$ cat src/rtl/armleocpu_prefetch.sv
// Instruction prefetch unit: keeps a DEPTH-entry queue of fetched words ahead of execute.
// Define ARMLEOCPU_PREFETCH_PERF_EN to add the perf_fetched / perf_killed counters.
module armleocpu_prefetch #(
    parameter logic [31:0] RESET_VECTOR = 32'h0000_2000,
    parameter int          DEPTH        = 4,
    parameter int          CAUSE_W      = 32
) (
    input  logic               clk,
    input  logic               rst_n,
    input  logic               c_reset_done,
    output logic [3:0]         c_cmd,
    output logic [31:0]        c_address,
    input  logic [3:0]         c_response,
    input  logic [31:0]        c_load_data,
    input  logic               redir_valid,
    input  logic [31:0]        redir_pc,
    output logic               f2e_valid,
    input  logic               f2e_ready,
    output logic [31:0]        f2e_instr,
    output logic [31:0]        f2e_pc,
    output logic               f2e_err,
    output logic [CAUSE_W-1:0] f2e_cause,
    input  logic               dbg_request,
    input  logic               dbg_set_pc,
    input  logic [31:0]        dbg_pc,
    input  logic               dbg_exit_request,
    output logic               dbg_mode,
    output logic               dbg_done
`ifdef ARMLEOCPU_PREFETCH_PERF_EN
    ,
    output logic [31:0]        perf_fetched,
    output logic [31:0]        perf_killed
`endif
);

    localparam logic [3:0] CACHE_CMD_NONE            = 4'd0;
    localparam logic [3:0] CACHE_CMD_EXECUTE         = 4'd1;
    localparam logic [3:0] CACHE_RESPONSE_DONE       = 4'd2;
    localparam logic [3:0] CACHE_RESPONSE_ACCESSFAULT = 4'd3;
    localparam logic [3:0] CACHE_RESPONSE_MISSALIGNED = 4'd4;
    localparam logic [3:0] CACHE_RESPONSE_PAGEFAULT  = 4'd5;
    localparam logic [31:0] NOP = 32'h0000_0013;

    localparam int PTR_W = $clog2(DEPTH);
    localparam logic [PTR_W:0] FULL = (PTR_W+1)'(DEPTH);

    typedef enum logic [2:0] {
        ST_WAIT_CACHE,
        ST_RUN,
        ST_FAULT_STALL,
        ST_HALT_DRAIN,
        ST_HALT
    } state_t;

    state_t state, state_next;

    logic [31:0]        fetch_pc;
    logic               outstanding;
    logic               kill;
    logic [PTR_W-1:0]   rd_ptr, wr_ptr;
    logic [PTR_W:0]     count;

    logic [31:0]        pc_q    [DEPTH];
    logic [31:0]        instr_q [DEPTH];
    logic               err_q   [DEPTH];
    logic [CAUSE_W-1:0] cause_q [DEPTH];

    logic resp_done, resp_fault, resp_end;
    logic issue, push, push_fault, drop, clear, pop;
    logic load_redir, load_dbg, done_pulse, set_kill;
    logic [CAUSE_W-1:0] push_cause;

    assign resp_done  = (c_response == CACHE_RESPONSE_DONE);
    assign resp_fault = (c_response == CACHE_RESPONSE_ACCESSFAULT) ||
                        (c_response == CACHE_RESPONSE_MISSALIGNED) ||
                        (c_response == CACHE_RESPONSE_PAGEFAULT);
    assign resp_end   = outstanding && (resp_done || resp_fault);

    assign push_cause = (c_response == CACHE_RESPONSE_ACCESSFAULT) ? CAUSE_W'(1)  :
                        (c_response == CACHE_RESPONSE_PAGEFAULT)   ? CAUSE_W'(12) :
                        '0;

    always_comb begin
        state_next = state;
        issue      = 1'b0;
        push       = 1'b0;
        push_fault = 1'b0;
        drop       = 1'b0;
        clear      = 1'b0;
        load_redir = 1'b0;
        load_dbg   = 1'b0;
        done_pulse = 1'b0;
        set_kill   = 1'b0;
        unique case (state)
            ST_WAIT_CACHE: begin
                if (c_reset_done) state_next = ST_RUN;
            end
            ST_RUN, ST_FAULT_STALL, ST_HALT_DRAIN: begin
                if (redir_valid) begin
                    // A response landing in the redirect cycle belongs to the old stream.
                    clear      = 1'b1;
                    load_redir = 1'b1;
                    if (resp_end) drop = 1'b1;
                    else if (outstanding) set_kill = 1'b1;
                    if (state == ST_FAULT_STALL) state_next = ST_RUN;
                end else begin
                    if (resp_end) begin
                        if (kill || state == ST_HALT_DRAIN) begin
                            drop = 1'b1;
                        end else begin
                            push = 1'b1;
                            if (!resp_done) begin
                                push_fault = 1'b1;
                                state_next = ST_FAULT_STALL;
                            end
                        end
                    end
                    if (state == ST_RUN) issue = !outstanding && (count < FULL);
                    if (state != ST_HALT_DRAIN && dbg_request) state_next = ST_HALT_DRAIN;
                    if (state == ST_HALT_DRAIN && !outstanding) begin
                        clear      = 1'b1;
                        done_pulse = 1'b1;
                        state_next = ST_HALT;
                    end
                end
            end
            ST_HALT: begin
                if (dbg_set_pc) begin
                    load_dbg   = 1'b1;
                    done_pulse = 1'b1;
                end
                if (dbg_exit_request) state_next = ST_RUN;
            end
            default: state_next = ST_WAIT_CACHE;
        endcase
    end

    assign pop = f2e_valid && f2e_ready && !clear;

    always_ff @(posedge clk) begin
        if (!rst_n) begin
            state       <= ST_WAIT_CACHE;
            fetch_pc    <= RESET_VECTOR;
            outstanding <= 1'b0;
            kill        <= 1'b0;
            rd_ptr      <= '0;
            wr_ptr      <= '0;
            count       <= '0;
            dbg_done    <= 1'b0;
        end else begin
            state    <= state_next;
            dbg_done <= done_pulse;

            if (issue) outstanding <= 1'b1;
            else if (push || drop) outstanding <= 1'b0;

            if (push || drop) kill <= 1'b0;
            else if (set_kill) kill <= 1'b1;

            if (load_redir) fetch_pc <= redir_pc;
            else if (load_dbg) fetch_pc <= dbg_pc;
            else if (push && !push_fault) fetch_pc <= fetch_pc + 32'd4;

            if (clear) begin
                rd_ptr <= '0;
                wr_ptr <= '0;
                count  <= '0;
            end else begin
                if (push) wr_ptr <= wr_ptr + 1'b1;
                if (pop)  rd_ptr <= rd_ptr + 1'b1;
                count <= count + (PTR_W+1)'(push) - (PTR_W+1)'(pop);
            end
        end
    end

    always_ff @(posedge clk) begin
        if (push && !clear) begin
            pc_q[wr_ptr]    <= fetch_pc;
            instr_q[wr_ptr] <= push_fault ? NOP : c_load_data;
            err_q[wr_ptr]   <= push_fault;
            cause_q[wr_ptr] <= push_fault ? push_cause : '0;
        end
    end

    assign f2e_valid = (count != '0);
    assign f2e_pc    = pc_q[rd_ptr];
    assign f2e_instr = instr_q[rd_ptr];
    assign f2e_err   = f2e_valid && err_q[rd_ptr];
    assign f2e_cause = cause_q[rd_ptr];
    assign dbg_mode  = (state == ST_HALT);
    assign c_cmd     = issue ? CACHE_CMD_EXECUTE : CACHE_CMD_NONE;
    assign c_address = fetch_pc;

`ifdef ARMLEOCPU_PREFETCH_PERF_EN
    always_ff @(posedge clk) begin
        if (!rst_n) begin
            perf_fetched <= '0;
            perf_killed  <= '0;
        end else begin
            if (push) perf_fetched <= perf_fetched + 32'd1;
            perf_killed <= perf_killed + (clear ? 32'(count) : 32'd0) + 32'(drop);
        end
    end
`endif

endmodule

$ cat config.mk
export PLATFORM = sky130hd
export DESIGN_NAME = armleocpu_prefetch
export DESIGN_NICKNAME = d
export VERILOG_FILES = /design/src/rtl/armleocpu_prefetch.sv
export SDC_FILE = /design/constraint.sdc
export NUM_CORES = 1
export LEC_CHECK = 0
export BUFFER_PORTS_ARGS = -buffer_cell sky130_fd_sc_hd__buf_2
export CAP_MARGIN = 40
export CORE_MARGIN = 4
export CORE_UTILIZATION = 45
export CTS_CLUSTER_SIZE = 14
export DETAILED_ROUTE_END_ITERATION = 6
export PLACE_DENSITY = 0.77
export SKIP_CTS_REPAIR_TIMING = 1
export SYNTH_ARGS = -nofsm -noshare
export SYNTH_HDL_FRONTEND = slang
export SYNTH_SLANG_ARGS = --single-unit
$ cat constraint.sdc
create_clock -name clk -period 6.35 [get_ports clk]
set_input_delay 0.635 -clock clk [delete_from_list [all_inputs] [get_ports clk]]
set_output_delay 0.635 -clock clk [all_outputs]
set_load 0.05 [all_outputs]
==> results.toml, run 1 <==
[clock_tree]
cts_buffers = 34
clockBufferDepth = 3
clock_latency_ns = 0.50
cts_root_buf = "clkbuf_16"
cts_tree = "built"
clock_sinks = 315
clk_pin_slew_ns = 0.07
htreeDepth = 2

[finish]
fin_nets = 1168
layout-drive-gt1-share = 0.335
areaGrowthSynthToFinish_pct = 18.8

[drt]
drtAntennaViolNets = 0
wire_per_inst_um = 21.2
routed_wl_mm = 31.1
drt_iter0_drc = 640
drcViolationCount = 0
drtPass1Iterations = 5
routed_via_density = 5.52
num_vias = 8086

[floorplan]
rows = 62
coreArea_um2 = 28900
dieArea_um2 = 32400
chipWidth_um = 180
start_util = 0.461
fp.dieH_um = 180
pin_count = 244

[synth]
async_flop_share = 0
yosysWarnings = 0
synth-seq-cells = 315
syn_inst = 841
synth_edf_count = 268
synth.avg_cell_area_um2 = 15.9
ys.flop_type = "edfxtp_1"
ys_seq_area_frac = 0.674
synth_area_um2 = 13300
synth.lib_cells_used.distinct = 69

[sta]
fin_crit_ns = 3.48
rsz0062_at_grt = "no"
slew_violations = 0
fmaxAchievable_mhz = 287
worst_pin_slew_ns = 0.898
hold_viol_final = 0
holdWs_ns = 0.372
fin_crit_sh = 0.548
finClkSkew_ns = 0.0162
relSlewSlack = 0.400
finalSetupTns_ns = 0
setup_viol = 0

[setup_path]
critPathRequiredTime_ns = 5.71
cp-start-kind = "flop"
critPathMaxFanout = 29
path_class = "flop to output pin"
crit_path_end_kind = "output pin"
timing.rr.start = "state[1]"
arrival_ns = 2.85

[min_path]
hold_class = "input pin to flop"
holdCritStartpoint = "redir_pc[1]"

[power_and_ir_drop]
irDropWorstVdd_mv = 0.149
pwr-share-comb = 0.143
p_int_w = 0.00365
pwr-share-clk = 0.372
power.density_nw_per_um2 = 317
switching_power_w = 0.00137
pwr-share-seq = 0.485
swShare = 0.273
leakage_nw = 5.59

[grt]
grt_max_degree = 55
grt_pass1_wl_mm = 47.7
grt_remaining_overflow = 0
grt.total_usage = 0.187
grt_pass1_vias = 8186
antenna_found_initial = 3

[placed_design]
place_congestion = 0.898
port-buffer-count = 211
hpwl_mm = 20.4

[outcome]
outcome = "finished, final reports clean"

[flow_run]
max_cap_viol_count = 0
[layout by cell type (no fill, tap or decap), drive strengths merged, types with 17 or more instances in the layout]
| cell | netlist | final |
|---|---|---|
| inv | 17 | 17 |
| clkbuf | 26 | 49 |
| nor2 | 37 | 37 |
| buf | 53 | 223 |
| a21oi | 55 | 55 |
| dfxtp | 47 | 47 |
| conb | 1 | 32 |
| edfxtp | 268 | 268 |
| o21ai | 40 | 40 |
| mux4 | 67 | 67 |
| nand2 | 30 | 30 |
| and2 | 39 | 39 |
[synthesized netlist by cell type (all sizes together) (8+ instances only)]
cell type,count,area share
a21oi,55,0.021
and2,39,0.018
buf,53,0.026
clkbuf,26,0.0073
dfxtp,47,0.071
edfxtp,268,0.60
inv,17,0.0048
mux4,67,0.11
nand2,30,0.0084
nand2b,11,0.0052
nand3,14,0.0066
nor2,37,0.010
nor3,10,0.0046
o21ai,40,0.015
xnor2,14,0.0092
xor2,8,0.0053
[power by group through the flow]
stage / clock (W) / combinational [W] / sequential, W
after floorplan: 0 / 0.000455 / 0.00255
final: 0.00187 / 0.000718 / 0.00244
after CTS: 0.00191 / 0.000722 / 0.00244
after global placement: 0 / 0.000697 / 0.00248
after global routing: 0.00201 / 0.000766 / 0.00245
after detailed placement: 0 / 0.000718 / 0.00248
[metal layers]
layer,up-vias,wire [µm],global-route usage
met1,4040,13300,0.264
met4,4,482,0.0426
met2,359,14900,0.303
li1,3639,-,-
met5,-,29,0
met3,44,2380,0.0414
[final cells by class]
class	instances	area, µm²
clock buffer	49	981
sequential	315	9000
timing repair buffer	223	1250
inverter	17	63.8
tap	384	480
clock inverter	13	85.1
multi-input combinational	461	3980
fill	2338	13100
antenna	2	5.00
[sequential cells by signal, summed over array words and instances (netlist names), 3 cells and up, named ones only]
| signal | count |
|---|---|
| state | 3 |
| c_address | 32 |
| err_q | 4 |
| instr_q | 128 |
| count | 3 |
| pc_q | 128 |
| cause_q | 8 |
[stage by stage]
step	worst slack, ns	total power [W]	util	instance area, µm²	std cells
after floorplan	2.91	0.00300	-	13500	872
after global placement	3.16	0.00318	0.506	14600	1395
after detailed placement	3.14	0.00320	0.510	14800	1400
after CTS	2.77	0.00507	0.547	15800	1462
after global routing	2.62	0.00523	0.547	15800	1463
final	2.87	0.00502	0.547	15800	1464
[critical path, stage by stage, from the launching register on]
cell	delay (ns)
dfxtp_4	0.55
buf_16	0.27
buf_4	0.51
mux4_2	0.56
and2_1	0.19
buf_2	0.22
[final timing paths]
path                       end  depth (start not counted)  slack (ns)
hold reg to reg           kill                          2        0.50
setup / recovery       f2e_err                          5        2.87
setup reg to reg      count[2]                          9        3.26
hold / removal    c_address[1]                          2        0.37
[kinds of logic (layout without fill, tap and decap cells)]
family / Yosys count / after routing / share of synthesized area
DFF: 315 / 315 / 0.674
and+or+nand+nor: 182 / 182 / 0.0825
AOI/OAI and AO/OA: 146 / 146 / 0.0666
buffers and inverters: 96 / 302 / 0.0377
muxes: 71 / 71 / 0.116
xor gates and xnor gates: 22 / 22 / 0.0145
adders and majority gates: 8 / 8 / 0.00807
other: 1 / 34 / 0.000281
Power figures use the tool's default switching activity.
==> run 2, diff against run 1 <==
--- a/config.mk
+++ b/config.mk
@@ -11,7 +11,7 @@
 export CORE_UTILIZATION = 45
 export CTS_CLUSTER_SIZE = 14
 export DETAILED_ROUTE_END_ITERATION = 6
-export PLACE_DENSITY = 0.77
+export PLACE_DENSITY = 0.79
 export SKIP_CTS_REPAIR_TIMING = 1
 export SYNTH_ARGS = -nofsm -noshare
 export SYNTH_HDL_FRONTEND = slang
==> constraint.sdc (replaced) <==
create_clock -name clk -period 2.9 [get_ports clk]
set_input_delay 0.29 -clock clk [delete_from_list [all_inputs] [get_ports clk]]
set_output_delay 0.29 -clock clk [all_outputs]
set_load 0.05 [all_outputs]
==> run 2 against run 1 <==
Effect of this change: cell count up 1.2%; die area stayed put; worst setup slack worse by 2.5 ns; via count is 1.2% higher; non-clock buffer count increased by 18; critical path depth increased by 4; global-route usage rose by 0.38 points; largest cell class unchanged.
==> results.toml, run 2 (synthesis gave the netlist of run 1 again) <==
[outcome]
outcome = "finished, final reports clean"

[placed_design]
port-buffer-count = 211
placed_area_um2 = 14900
place_congestion = 0.854
hpwl_mm = 21.3

[min_path]
hold_class = "input pin to flop"

[setup_path]
slowest_delay_ns = 0.52
critical_path_buf_inv_count = 1
crit_path_end_kind = "flop"
critPathMaxFanout = 11
cp-start-kind = "flop"
crit_chain = "nand2_1 > or3_1 > and4_1 > ha_1 > inv_1 > ha_1 > fa_1 > xnor2_1 > nor2_1"
arrival_ns = 2.96
slowest_stage = "dfxtp_1"
critPathRequiredTime_ns = 3.28
crit_family = "simple AND/OR/NAND/NOR gates"
cp_common_cell = "ha_1"
path_class = "flop to flop"

[finish]
fin_nets = 1186
layout-drive-gt1-share = 0.351
finalInstanceArea_um2 = 16000
final_common_cell = "edfxtp_1"
final_cell_mix = "268 x edfxtp_1, 211 x buf_2, 67 x mux4_2"
utilization = 0.552
num-fill-cells = 2301
areaGrowthSynthToFinish_pct = 19.9

[floorplan]
rows = 62
start_util = 0.461
coreArea_um2 = 28900
pin_count = 244
dieArea_um2 = 32400
fp.dieH_um = 180
chipWidth_um = 180

[drt]
drcViolationCount = 0
drt_iter0_drc = 655
wire_per_inst_um = 21.5
routed_wl_mm = 31.9
drtAntennaViolNets = 0
routed_via_density = 5.52
num_vias = 8182
drtPass1Iterations = 5

[sta]
fin_crit_ns = 2.58
fmaxAchievable_mhz = 388
fin_crit_sh = 0.889
hold_viol_final = 0
finalSetupTns_ns = 0
rsz0062_at_grt = "no"
worst_pin_slew_ns = 0.534
setup_viol = 0
slew_violations = 0
relSlewSlack = 0.644
finClkSkew_ns = 0.0213

[clock_tree]
htreeDepth = 2
cts_root_buf = "clkbuf_16"
cts_tree = "built"
clk_pin_slew_ns = 0.06
cts_buffers = 34
clock_latency_ns = 0.50
clock_sinks = 315
clockBufferDepth = 3

[grt]
grt_max_degree = 45
antenna_found_initial = 6
grt_remaining_overflow = 0
grt_pass1_wl_mm = 48.6
grt_pass1_vias = 8156
grt.total_usage = 0.191

[power_and_ir_drop]
irDropWorstVdd_mv = 0.388
leakage_nw = 5.67
power.density_nw_per_um2 = 686
power_w = 0.0110

[flow_run]
max_cap_viol_count = 0
==> run 2: changes by cell type in the layout (fill, tap and decap cells not counted), sizes merged <==
cell      change
inv           +4
clkbuf        -7
diode         +1
buf          +18
clkinv        -1
clkinvlp      +2
==> run 2: stage by stage <==
step	worst slack, ns	std cells	hold WS (ns)
global placement	0.442	1418	0.477
CTS	0.299	1478	0.0146
finish	0.321	1481	0.0359
global route	0.162	1479	0.0325
detailed placement	0.342	1418	0.484
floorplan	0.380	872	0.446
==> run 2: per-layer routing <==
| metal | track usage | up-vias | share of wire |
|---|---|---|---|
| li1 | - | 3678 | - |
| met1 | 0.265 | 4057 | 0.41 |
| met3 | 0.0497 | 52 | 0.088 |
| met5 | 0 | - | 0.0013 |
| met2 | 0.308 | 387 | 0.48 |
| met4 | 0.0433 | 8 | 0.021 |
==> run 2: final cells by class <==
cell class,count,area (µm²),share of cell area
antenna,3,7.51,0.000470
clock buffer,42,902,0.0564
clock inverter,18,134,0.00838
inverter,17,63.8,0.00399
multi-input combinational,461,3980,0.249
sequential,315,9000,0.563
tap,384,480,0.0301
timing repair buffer,241,1420,0.0888
==> run 2: power breakdown <==
part	internal (W)	switching, W
clock network	0.00232	0.00169
registers	0.00507	0.000223
logic	0.000515	0.00114
==> run 2: final timing paths <==
check / startpoint / endpoint / slack [ns] / cells past startpoint
hold reg to reg: kill / kill / 0.49 / 2
hold / removal: redir_pc[1] / c_address[1] / 0.04 / 2
setup / recovery: state[1] / count[2] / 0.32 / 9
setup reg to reg: state[1] / count[2] / 0.32 / 9
==> run 2: worst reg2reg max path: stages, from the launching register on <==
cell     delay (ns)
dfxtp_1        0.52
nand2_1        0.19
or3_1          0.41
and4_1         0.24
ha_1           0.28
inv_1          0.04
ha_1           0.19
fa_1           0.37
xnor2_1        0.17
nor2_1         0.05
==> run 3, diff against run 2 <==
==> constraint.sdc (replaced) <==
create_clock -name clk -period 2.2 [get_ports clk]
set_input_delay 0.22 -clock clk [delete_from_list [all_inputs] [get_ports clk]]
set_output_delay 0.22 -clock clk [all_outputs]
set_load 0.05 [all_outputs]
==> run 3 against run 2 <==
Effect of this change: global-route usage up 0.93 points; largest power group unchanged; sequential power up 31%; first-iteration DRC count up 19%; routed wire length up 8.1%; sequential cell count unchanged.
==> results.toml, run 3 (synthesis gave the netlist of run 1 again) <==
[setup_path]
r2r_cells = 8
crit_chain = "buf_4 > buf_16 > mux4_2 > buf_4"
arrival_ns = 1.95
path_class = "flop to output pin"
critical_path_buf_inv_count = 3
critPathMaxFanout = 12
r2r_setup_slack_ns = 0.08
slowest_stage = "mux4_2"
cp-start-kind = "flop"
cp_common_cell = "buf_4"
crit_family = "multiplexers"
slowest_delay_ns = 0.54
critPathRequiredTime_ns = 1.98
r2r-end = "count[1]"
crit_path_end_kind = "output pin"
timing.rr.start = "count[1]"

[drt]
routed_via_density = 5.58
drtPass1Iterations = 5
num_vias = 8474
drtAntennaViolNets = 0
drcViolationCount = 0
wire_per_inst_um = 22.7
routed_wl_mm = 34.4
drt_iter0_drc = 779

[clock_tree]
clockBufferDepth = 3
clk_pin_slew_ns = 0.06
htreeDepth = 2
clock_sinks = 315
cts_buffers = 34
clock_latency_ns = 0.51
cts_root_buf = "clkbuf_16"
cts_tree = "built"

[sta]
relSlewSlack = 0.542
fin_crit_sh = 0.987
finClkSkew_ns = 0.0176
setup_viol = 0
holdWs_ns = 0.0184
fmaxAchievable_mhz = 460
hold_viol_final = 0
slew_violations = 0
rsz0062_at_grt = "yes"
worst_slack_ns = 0.0280
worst_pin_slew_ns = 0.687
fin_crit_ns = 2.17

[placed_design]
dp_cells = 1447
hpwl_mm = 23.0
place_congestion = 0.861
port-buffer-count = 211
post-place-ws_ns = -0.0197

[power_and_ir_drop]
pwr-share-clk = 0.369
power.density_nw_per_um2 = 900
pwr-share-comb = 0.168
p_int_w = 0.0109
swShare = 0.274
pwr-share-seq = 0.462
irDropWorstVdd_mv = 0.443
switching_power_w = 0.00410
leakage_nw = 6.01

[grt]
grt_pass1_vias = 8466
grt_remaining_overflow = 0
grt_max_degree = 43
grt.total_usage = 0.200
grt_pass1_wl_mm = 50.7
antenna_found_initial = 1

[flow_run]
max_cap_viol_count = 0

[floorplan]
pin_count = 244
start_util = 0.461
rows = 62
coreArea_um2 = 28900
chipWidth_um = 180
fp.dieH_um = 180
dieArea_um2 = 32400

[finish]
areaGrowthSynthToFinish_pct = 25.0
final_common_cell = "edfxtp_1"
layout.cells.non_filler = 1520
fin_nets = 1227
layout-drive-gt1-share = 0.388
final_cell_mix = "268 x edfxtp_1, 173 x buf_2, 78 x buf_4"

[min_path]
whs_path_depth = 3
hold_class = "input pin to flop"
holdCritStartpoint = "redir_pc[26]"
min_to = "c_address[26]"

[outcome]
outcome = "finished, final reports clean"
==> run 3: cell types whose count changed in the layout (fill, tap and decap cells not counted), moves of 4 or more <==
cell	before	now
buf_2	211	173
clkinvlp_4	4	0
buf_6	0	11
dfxtp_1	45	29
buf_4	19	78
dfxtp_2	0	13
inv_6	4	0
==> run 3: area by class of cell <==
cell class / count / area [µm²]
antenna: 2 / 5.00
clock buffer: 45 / 933
tap: 384 / 480
clock inverter: 14 / 158
sequential: 315 / 9020
multi-input combinational: 461 / 4010
timing repair buffer: 282 / 1990
fill: 2209 / 12300
inverter: 17 / 63.8
==> run 3: worst reg2reg max path, stage by stage (launching register included) <==
cell     delay (ns)
dfxtp_1        0.33
or3_4          0.41
and4_4         0.21
ha_1           0.26
inv_1          0.04
ha_1           0.18
fa_1           0.48
inv_1          0.04
nor2_1         0.10
==> run 3: per-layer routing <==
layer  global-route usage  wire (µm)
met5                    0          0
met4               0.0496        551
met3               0.0480       3060
met2                0.318      16400
met1                0.283      14400
==> run 3: how the worst max path moves through the flow <==
stage                    endpoint  slack, ns  cells past startpoint
finish                 f2e_pc[11]       0.03                      4
global route             count[2]      -0.02                     11
floorplan           cause_q[0][0]      -0.15                      5
CTS                      c_cmd[0]      -0.08                      5
detailed placement       count[2]      -0.02                     12
global placement         count[2]      0.002                     12
==> run 3: stage by stage <==
step / util / power [W] / instance area, µm² / setup TNS, ns
floorplan: - / 0.00870 / 13500 / -41.01
finish: 0.576 / 0.0150 / 16700 / 0
CTS: 0.564 / 0.0150 / 16300 / -1.06
detailed placement: 0.526 / 0.00945 / 15200 / -0.0241
global placement: 0.526 / 0.00939 / 15200 / 0
global route: 0.576 / 0.0155 / 16700 / -0.190
==> run 3: power by group through the flow <==
stage               logic (W)  clock network (W)  registers, W
floorplan             0.00134                  0       0.00737
global placement      0.00235                  0       0.00704
detailed placement    0.00239                  0       0.00706
CTS                   0.00240            0.00564       0.00693
global route          0.00270            0.00589       0.00696
finish                0.00253            0.00554       0.00694
